File: config.mk
export PLATFORM = sky130hd
export DESIGN_NAME = lane_deskew
export DESIGN_NICKNAME = d
export VERILOG_FILES = /design/src/rtl/lane_deskew.sv
export SDC_FILE = /design/constraint.sdc
export NUM_CORES = 1
export LEC_CHECK = 0
export BUFFER_PORTS_ARGS = -buffer_cell sky130_fd_sc_hd__buf_2
export CORE_MARGIN = 2
export CORE_UTILIZATION = 60
export DETAILED_ROUTE_END_ITERATION = 16
export PLACE_DENSITY = 0.8
export SLEW_MARGIN = 0
export SYNTH_ARGS = -nofsm -noshare
export SYNTH_HDL_FRONTEND = slang
export SYNTH_SLANG_ARGS = --single-unit
File: constraint.sdc
create_clock -name clock4 -period 6.5 [get_ports clock4]
set_input_delay 1.95 -clock clock4 [delete_from_list [all_inputs] [get_ports clock4]]
set_output_delay 1.95 -clock clock4 [all_outputs]
set_load 0.05 [all_outputs]
File: src/rtl/lane_deskew.sv
// Two-lane receive deskew buffer: per-lane byte FIFOs absorb up to DEPTH-1 cycles
// of inter-lane skew and release byte pairs launched together, with one common valid.
module lane_deskew #(
  parameter int DEPTH = 4
) (
  input  logic       clock4,
  input  logic       reset_L,
  input  logic [7:0] data_in0,
  input  logic       valid_in0,
  input  logic [7:0] data_in1,
  input  logic       valid_in1,
  output logic [7:0] data_out0,
  output logic [7:0] data_out1,
  output logic       valid_out,
  output logic       aligned,
  output logic       skew_err
);

  localparam int AW = (DEPTH > 1) ? $clog2(DEPTH) : 1;
  localparam int CW = $clog2(DEPTH + 1);
  localparam logic [CW-1:0] FULL_CNT = CW'(DEPTH);
  localparam logic [AW-1:0] SKEW_MAX = AW'(DEPTH - 1);

  typedef enum logic [1:0] {
    IDLE    = 2'd0,
    SKEW    = 2'd1,
    ALIGNED = 2'd2
  } state_t;

  state_t          state_q, state_d;
  logic [7:0]      mem0_q [DEPTH];
  logic [7:0]      mem1_q [DEPTH];
  logic [AW-1:0]   wp0_q, wp0_d, rp0_q, rp0_d;
  logic [AW-1:0]   wp1_q, wp1_d, rp1_q, rp1_d;
  logic [CW-1:0]   cnt0_q, cnt0_d, cnt1_q, cnt1_d;
  logic [AW-1:0]   skew_cnt_q, skew_cnt_d;
  logic [7:0]      data_out0_q, data_out0_d, data_out1_q, data_out1_d;
  logic            valid_out_q, valid_out_d;
  logic            aligned_q, aligned_d;
  logic            skew_err_q, skew_err_d;

  logic pop, ovf, skew_to, err, wr0, wr1, empty_lane_wr;

  // Pops only when both lanes hold a byte at the start of the cycle.
  assign pop           = (cnt0_q != '0) && (cnt1_q != '0);
  assign ovf           = (valid_in0 && (cnt0_q == FULL_CNT) && !pop) ||
                         (valid_in1 && (cnt1_q == FULL_CNT) && !pop);
  assign empty_lane_wr = (cnt0_q == '0) ? valid_in0 : valid_in1;
  assign skew_to       = (state_q == SKEW) && (skew_cnt_q == SKEW_MAX) && !empty_lane_wr;
  assign err           = ovf || skew_to;
  assign wr0           = valid_in0 && !err;
  assign wr1           = valid_in1 && !err;

  always_comb begin
    cnt0_d      = cnt0_q;
    cnt1_d      = cnt1_q;
    wp0_d       = wp0_q;
    wp1_d       = wp1_q;
    rp0_d       = rp0_q;
    rp1_d       = rp1_q;
    valid_out_d = 1'b0;
    data_out0_d = 8'h00;
    data_out1_d = 8'h00;
    skew_err_d  = skew_err_q || err;
    if (err) begin
      cnt0_d = '0;
      cnt1_d = '0;
      wp0_d  = '0;
      wp1_d  = '0;
      rp0_d  = '0;
      rp1_d  = '0;
    end else begin
      if (wr0) wp0_d = wp0_q + AW'(1);
      if (wr1) wp1_d = wp1_q + AW'(1);
      if (pop) begin
        rp0_d       = rp0_q + AW'(1);
        rp1_d       = rp1_q + AW'(1);
        valid_out_d = 1'b1;
        data_out0_d = mem0_q[rp0_q];
        data_out1_d = mem1_q[rp1_q];
      end
      if (wr0 && !pop)      cnt0_d = cnt0_q + CW'(1);
      else if (!wr0 && pop) cnt0_d = cnt0_q - CW'(1);
      if (wr1 && !pop)      cnt1_d = cnt1_q + CW'(1);
      else if (!wr1 && pop) cnt1_d = cnt1_q - CW'(1);
    end
  end

  // FSM next state follows the post-edge counts; skew_cnt runs only while the same lane stays empty.
  always_comb begin
    state_d    = IDLE;
    skew_cnt_d = '0;
    if ((cnt0_d != '0) && (cnt1_d != '0))      state_d = ALIGNED;
    else if ((cnt0_d != '0) || (cnt1_d != '0)) state_d = SKEW;
    if (!err && (state_q == SKEW) && (state_d == SKEW) &&
        ((cnt0_q == '0) == (cnt0_d == '0)))
      skew_cnt_d = skew_cnt_q + AW'(1);
    aligned_d = (state_d == ALIGNED);
  end

  always_ff @(posedge clock4 or negedge reset_L) begin
    if (!reset_L) begin
      state_q     <= IDLE;
      skew_cnt_q  <= '0;
      cnt0_q      <= '0;
      cnt1_q      <= '0;
      wp0_q       <= '0;
      wp1_q       <= '0;
      rp0_q       <= '0;
      rp1_q       <= '0;
      data_out0_q <= 8'h00;
      data_out1_q <= 8'h00;
      valid_out_q <= 1'b0;
      aligned_q   <= 1'b0;
      skew_err_q  <= 1'b0;
    end else begin
      state_q     <= state_d;
      skew_cnt_q  <= skew_cnt_d;
      cnt0_q      <= cnt0_d;
      cnt1_q      <= cnt1_d;
      wp0_q       <= wp0_d;
      wp1_q       <= wp1_d;
      rp0_q       <= rp0_d;
      rp1_q       <= rp1_d;
      data_out0_q <= data_out0_d;
      data_out1_q <= data_out1_d;
      valid_out_q <= valid_out_d;
      aligned_q   <= aligned_d;
      skew_err_q  <= skew_err_d;
    end
  end

  // Storage needs no reset: the counts decide what is live.
  always_ff @(posedge clock4) begin
    if (wr0) mem0_q[wp0_q] <= data_in0;
    if (wr1) mem1_q[wp1_q] <= data_in1;
  end

  assign data_out0 = data_out0_q;
  assign data_out1 = data_out1_q;
  assign valid_out = valid_out_q;
  assign aligned   = aligned_q;
  assign skew_err  = skew_err_q;

endmodule

---- Yosys cells after proc, flatten, opt, wreduce, memory -nomap -nowiden ----
Memory sizes are Yosys's and may differ from the RTL's.
Index checks and enable logic that the tools add are counted.
Widths: inputs -> output; s select.
storage, ports and cells
  register bits ........................... 37
  RAM bits ................................ 64
  memories ................................ 2
  logic and storage cells ................. 94
  output and inout bits ................... 19
  input bits .............................. 20
  memory bits (read-only) ................. 0
  latch bits .............................. 0
memories
  name    words  width  rd ports  clocked after memory_dff  wr ports  line  source
  mem0_q  4      8      1         0                         1         31    logic [7:0] mem0_q [DEPTH];
  mem1_q  4      8      1         0                         1         32    logic [7:0] mem1_q [DEPTH];
cells by class
  bitwise logic cells ..................... 0
  $add $sub $neg .......................... 9
  $lt $le $gt $ge ......................... 0
  div/mod/pow operators ................... 0
  multiplexer cells ....................... 28
  reduce and logical (&&, ||, !) cells .... 35
  multiply operators ...................... 0
  eq/ne operators ......................... 7
  shift operators ......................... 0
operators with widths
  cell                 count
  $mux 8               4
  $mux 2               10
  $mux 3               6
  $logic_and 1x1->1    17
  $reduce_bool 3->1    4
  $add 2x1->2 const B  5
  $mux 1               8
  $add 3x1->3 const B  2
  $eq 3x3->1 const B   2
  $logic_not 3->1      2
  $reduce_bool 2->1    3
  $sub 3x1->3 const B  2
  $logic_not 1->1      5
  $eq 2x1->1 const B   2
  $eq 2x2->1 const B   2
  $logic_or 1x1->1     4
  $eq 1x1->1           1

---- Depth between registers and ports, before layout ----
  depth in word-level cells ............... 21
  depth in mapped cells ................... 12
  mapped depth without buffers ............ 11

---- Least setup slack after synthesis ----
Ideal clock, no wire load.
  path type ............................... input to register
  from .................................... in valid_in0
  to ...................................... reg skew_cnt_q[0]
  arrival time ............................ 3553 ps
  library setup time ...................... 128 ps
  path buffers ............................ 1
  stages .................................. 8
  slack ................................... 2820 ps
  data required time ...................... 6372 ps
  path through ............................ clkbuf_1 > mux4_2 > a31oi_4 > nor2_1 > ha_1 > nand2_1 > nor4_1 > mux2_1
on the way
  cells in the longest elaborated chain, start to end .. 19
  elaborated cells on any way between the ends .. 35
  those cells by class .................... 2 x eq/ne; 10 x mux; 23 x reduce/logical
ends and longest elaborated chain
  element                                                line    source
  start: declaration                                     9       input logic valid_in0,
  $mux 1 or $logic_and 1x1->1 (tied branches)            48, 46
  $logic_not 1->1 or $logic_and 1x1->1 (tied branches)   49, 46
  $logic_and 1x1->1 or $logic_or 1x1->1 (tied branches)  49, 46
  $logic_or 1x1->1                                       50      assign err = ovf || skew_to;
  $logic_not 1->1                                        51, 52
  $logic_and 1x1->1 (on tied branches)                   51, 52
  $logic_not 1->1 (on tied branches)                     83, 85
  $logic_and 1x1->1 (on tied branches)                   83, 85
  [4 not listed]                                         n/a
  $logic_or 1x1->1                                       94      else if ((cnt0_d != '0) || (cnt1_d != '0)) state_d = SKEW;
  $mux 1                                                 94
  $mux 2 (*)                                             93      if ((cnt0_d != '0) && (cnt1_d != '0)) state_d = ALIGNED;
  named net state_d[0]                                   30      state_t state_q, state_d;
  $eq 2x1->1 (*)                                         95      if (!err && (state_q == SKEW) && (state_d == SKEW) &&
  $logic_and 1x1->1 (*) (2 in a row)                     95
  $mux 2 (*)                                             95
  named net skew_cnt_d[0]                                36      logic [AW-1:0] skew_cnt_q, skew_cnt_d;
  end signal: assignment                                 118     skew_cnt_q <= skew_cnt_d;
  end: declaration                                       36
Mark *: on every way through the listed nets, which the timed path passes. The rest lies on a longest branch.
A chain may end at the register's enable or synchronous reset.

---- Worst setup path in the final report ----
  from .................................... in valid_in1
  to ...................................... mem mem0_q[3][0] (enable)
on the way
  cells in the longest elaborated chain, start to end .. 8
  elaborated cells on any way between the ends .. 11
  those cells by class .................... 3 x mux; 8 x reduce/logical
ends and longest elaborated chain
  element                                                line    source
  start: declaration                                     11      input logic valid_in1,
  $mux 1 or $logic_and 1x1->1 (tied branches)            48, 47
  $logic_not 1->1 or $logic_and 1x1->1 (tied branches)   49, 47
  $logic_and 1x1->1 or $logic_or 1x1->1 (tied branches)  49, 46
  $logic_or 1x1->1 (*)                                   50
  $logic_not 1->1 (*)                                    51      assign wr0 = valid_in0 && !err;
  $logic_and 1x1->1 (*)                                  51
  $mux 1 (*)                                             135     if (wr0) mem0_q[wp0_q] <= data_in0;
  $mux 1 (not written as such) (*)                       135
  end: declaration                                       31
Mark *: on every way between the ends. The rest lies on a longest branch, timed or not.

==> metrics <==
setup TNS 0 ps; Post-synth EDFFs 64; Primary FF master, synth edfxtp_1; crit-path cells buf_2 > inv_1 > o2111a_1 > a31oi_1 > and3_1; CTS Hold Buffers Added 0; status completed; power per cell area 489 mW/mm^2; CORE AREA 0.00679 sq mm; Die X 87.8 um; initial antenna violation count 0; ANT nets after route 0; asr flop ratio synth 36.0%; vias in the first global route 2265; total CTS buffers 9; gr usage total 20.2%; Sink Count 100; Final nets 331; Pleak 1.87 nW; global-route wire length before repair 11400 um; DPL Wire Length 4690 um; sequential fraction of the synthesis area 66.9%; CP max-delay cell a31oi_1; syn_nets 293; Reg-to-Reg Start cnt0_q[0]; met2 routed WL 3520 um; Combinational Power Share 37.2%; cell area after synthesis 0.00422 sq mm; Hold Crit Start skew_err; data required time of the critical path 6510 ps; final setup violating endpoints 0; initial core utilization 62.1%; Post-CTS Setup Inserts 0; ant diodes 0; RSZ-0062 raised after global routing false; top cells by area, synth edfxtp_1 (46%), dfrtp_1 (21%), mux4_2 (7.5%); Fmax 0.265 GHz; clock network power share 18.9%; top cells by count, synth edfxtp_1 (64), dfrtp_1 (36), ha_1 (16); vias per cell 5.58; period utilisation layout 58.1%; port buffer count 38; drc violations 0; Final Power 2.29 mW; most common cell in the netlist edfxtp_1; Max H-tree Level 3; delay of the slowest critical-path stage 660 ps; CTS tree done; Clock Tree Root clkbuf_8; synth unique cells 46; largest net degree at the start of global routing 37; worst-margin pin slew 872 ps; synthesized instance count 257; CP Launch Type input pin; post-CTS sizing 0; post-synthesis register bit count 100; TritonRoute pass-1 iters 4; met3 WL post-DR 242 um; CP Capture Type register; clock skew 10.6 ps; met1 WL 2950 um; sequential fraction of design power 43.9%; worst hold stages 1; Internal 1.44 mW; CP Class input pin to register; gpl congestion 0.757; Worst path depth 5; Ys Warns 0; clk buf depth 2; Die Ht 87.8 um; max-slew violation count 0; crit-path max FO 12; total wire length 6800 um; crit path from valid_in1; max-capacitance violation count 0; WHS 486 ps; syn avg cell area 16.4 sq um; R2R cell count 11; area share of the largest cell type after synthesis 45.6%; Final Hold Viols 0; die area 0.00772 sq mm; Buf/Inv on CP 2; Avg WL per Cell 17.2 um; fin util 69.0%; Worst-path clk slew 90 ps; Rel. slew slack 41.6%; area grow syn2layout 11.2%; cell family with the largest share of critical-path delay compound AO/OA/AOI/OAI gates; top sig layer met4; clk_lat worst skew 360 ps; HP Class register to register; via count 2208; io pins 39; layout cells sized above 1 27.7%; grt total ovfl 0; Rows 30; switching part of the total 37.1%; clock period minus final worst setup slack 3780 ps; drt first-iter violations 147; Yosys top cell by area edfxtp_1; maximum vdd drop 0.277 mV; Arr. time, crit path 3790 ps; Sw Pwr 0.852 mW
-- cells in the final DEF (no fill, tap or decap), types with 2 or more instances in the layout --
cell,netlist,layout
buf_2,4,38
and3_1,8,8
edfxtp_1,64,64
nor2b_1,8,8
dfrtp_1,36,36
nand4b_1,2,2
mux4_2,14,14
nor2_1,13,13
bufinv_16,0,2
nor4_1,2,2
nand3b_1,2,2
ha_1,16,16
nand2_1,12,12
mux2i_1,2,2
xnor2_1,6,6
and2b_2,9,9
a21oi_1,3,3
maj3_1,2,2
mux4_1,3,3
clkbuf_8,1,9
nand2b_1,3,3
a31oi_1,3,3
nor3_1,3,3
xor2_1,3,3
o21ai_0,4,4
inv_1,10,10
-- metal layers --
| layer | up-vias | global-route usage (%) |
|---|---|---|
| met5 | - | 0 |
| met4 | 0 | 8.81 |
| met3 | 8 | 3.30 |
| met2 | 45 | 32.9 |
| met1 | 1126 | 27.3 |
| li1 | 1029 | - |
-- through the flow --
step | cells | cell area (sq um) | setup slack [ps]
detailed placement | 380 | 4460 | 2360
floorplan | 257 | 4220 | 2820
global placement | 380 | 4460 | 2500
global route | 396 | 4690 | 2620
CTS | 396 | 4690 | 2770
finish | 396 | 4690 | 2720
-- sequential cells by signal (all words and copies together), names as in the netlist, 2 cells and up --
name and count:
mem0_q 32, mem1_q 32, data_out0 8, data_out1 8, cnt0_q 3, cnt1_q 3, rp0_q 2, rp1_q 2
skew_cnt_q 2, wp0_q 2, wp1_q 2
-- power groups by stage --
| stage | combinational (mW) | clock, mW | sequential [mW] |
|---|---|---|---|
| final | 0.853 | 0.434 | 1.01 |
| after global routing | 0.939 | 0.468 | 1.03 |
| after CTS | 0.864 | 0.441 | 1.01 |
| after detailed placement | 0.862 | 0 | 1.02 |
| after global placement | 0.833 | 0 | 1.02 |
| after floorplan | 0.541 | 0 | 1.16 |
-- final timing paths --
path                                      end  slack (ps)
min in group asynchronous        data_out1[7]        1690
max in group asynchronous           cnt0_q[1]        4260
worst max-delay path             mem0_q[3][0]        2720
worst min-delay path                 skew_err         490
worst min register to register       skew_err         490
worst max register to register  skew_cnt_q[1]        3280
-- logic make-up (layout without fill, tap and decap cells) --
family	count (synthesis)	count (layout)	synth area share (%)
compound gates	18	18	3.26
buf+inv	21	64	2.40
fa+ha+maj	18	18	5.22
xor+xnor	9	9	1.87
mux	21	21	10.4
flops	100	100	66.9
simple gates	70	70	9.88
-- final cells by class --
class | count | area, sq um
Sequential cell | 100 | 2820
Inverter | 10 | 37.5
Timing Repair Buffer | 38 | 190
Multi-Input combinational cell | 136 | 1290
Clock inverter | 6 | 96.3
Tap cell | 96 | 120
Fill cell | 451 | 2110
Clock buffer | 10 | 128
(Power assumes the default switching activity.)
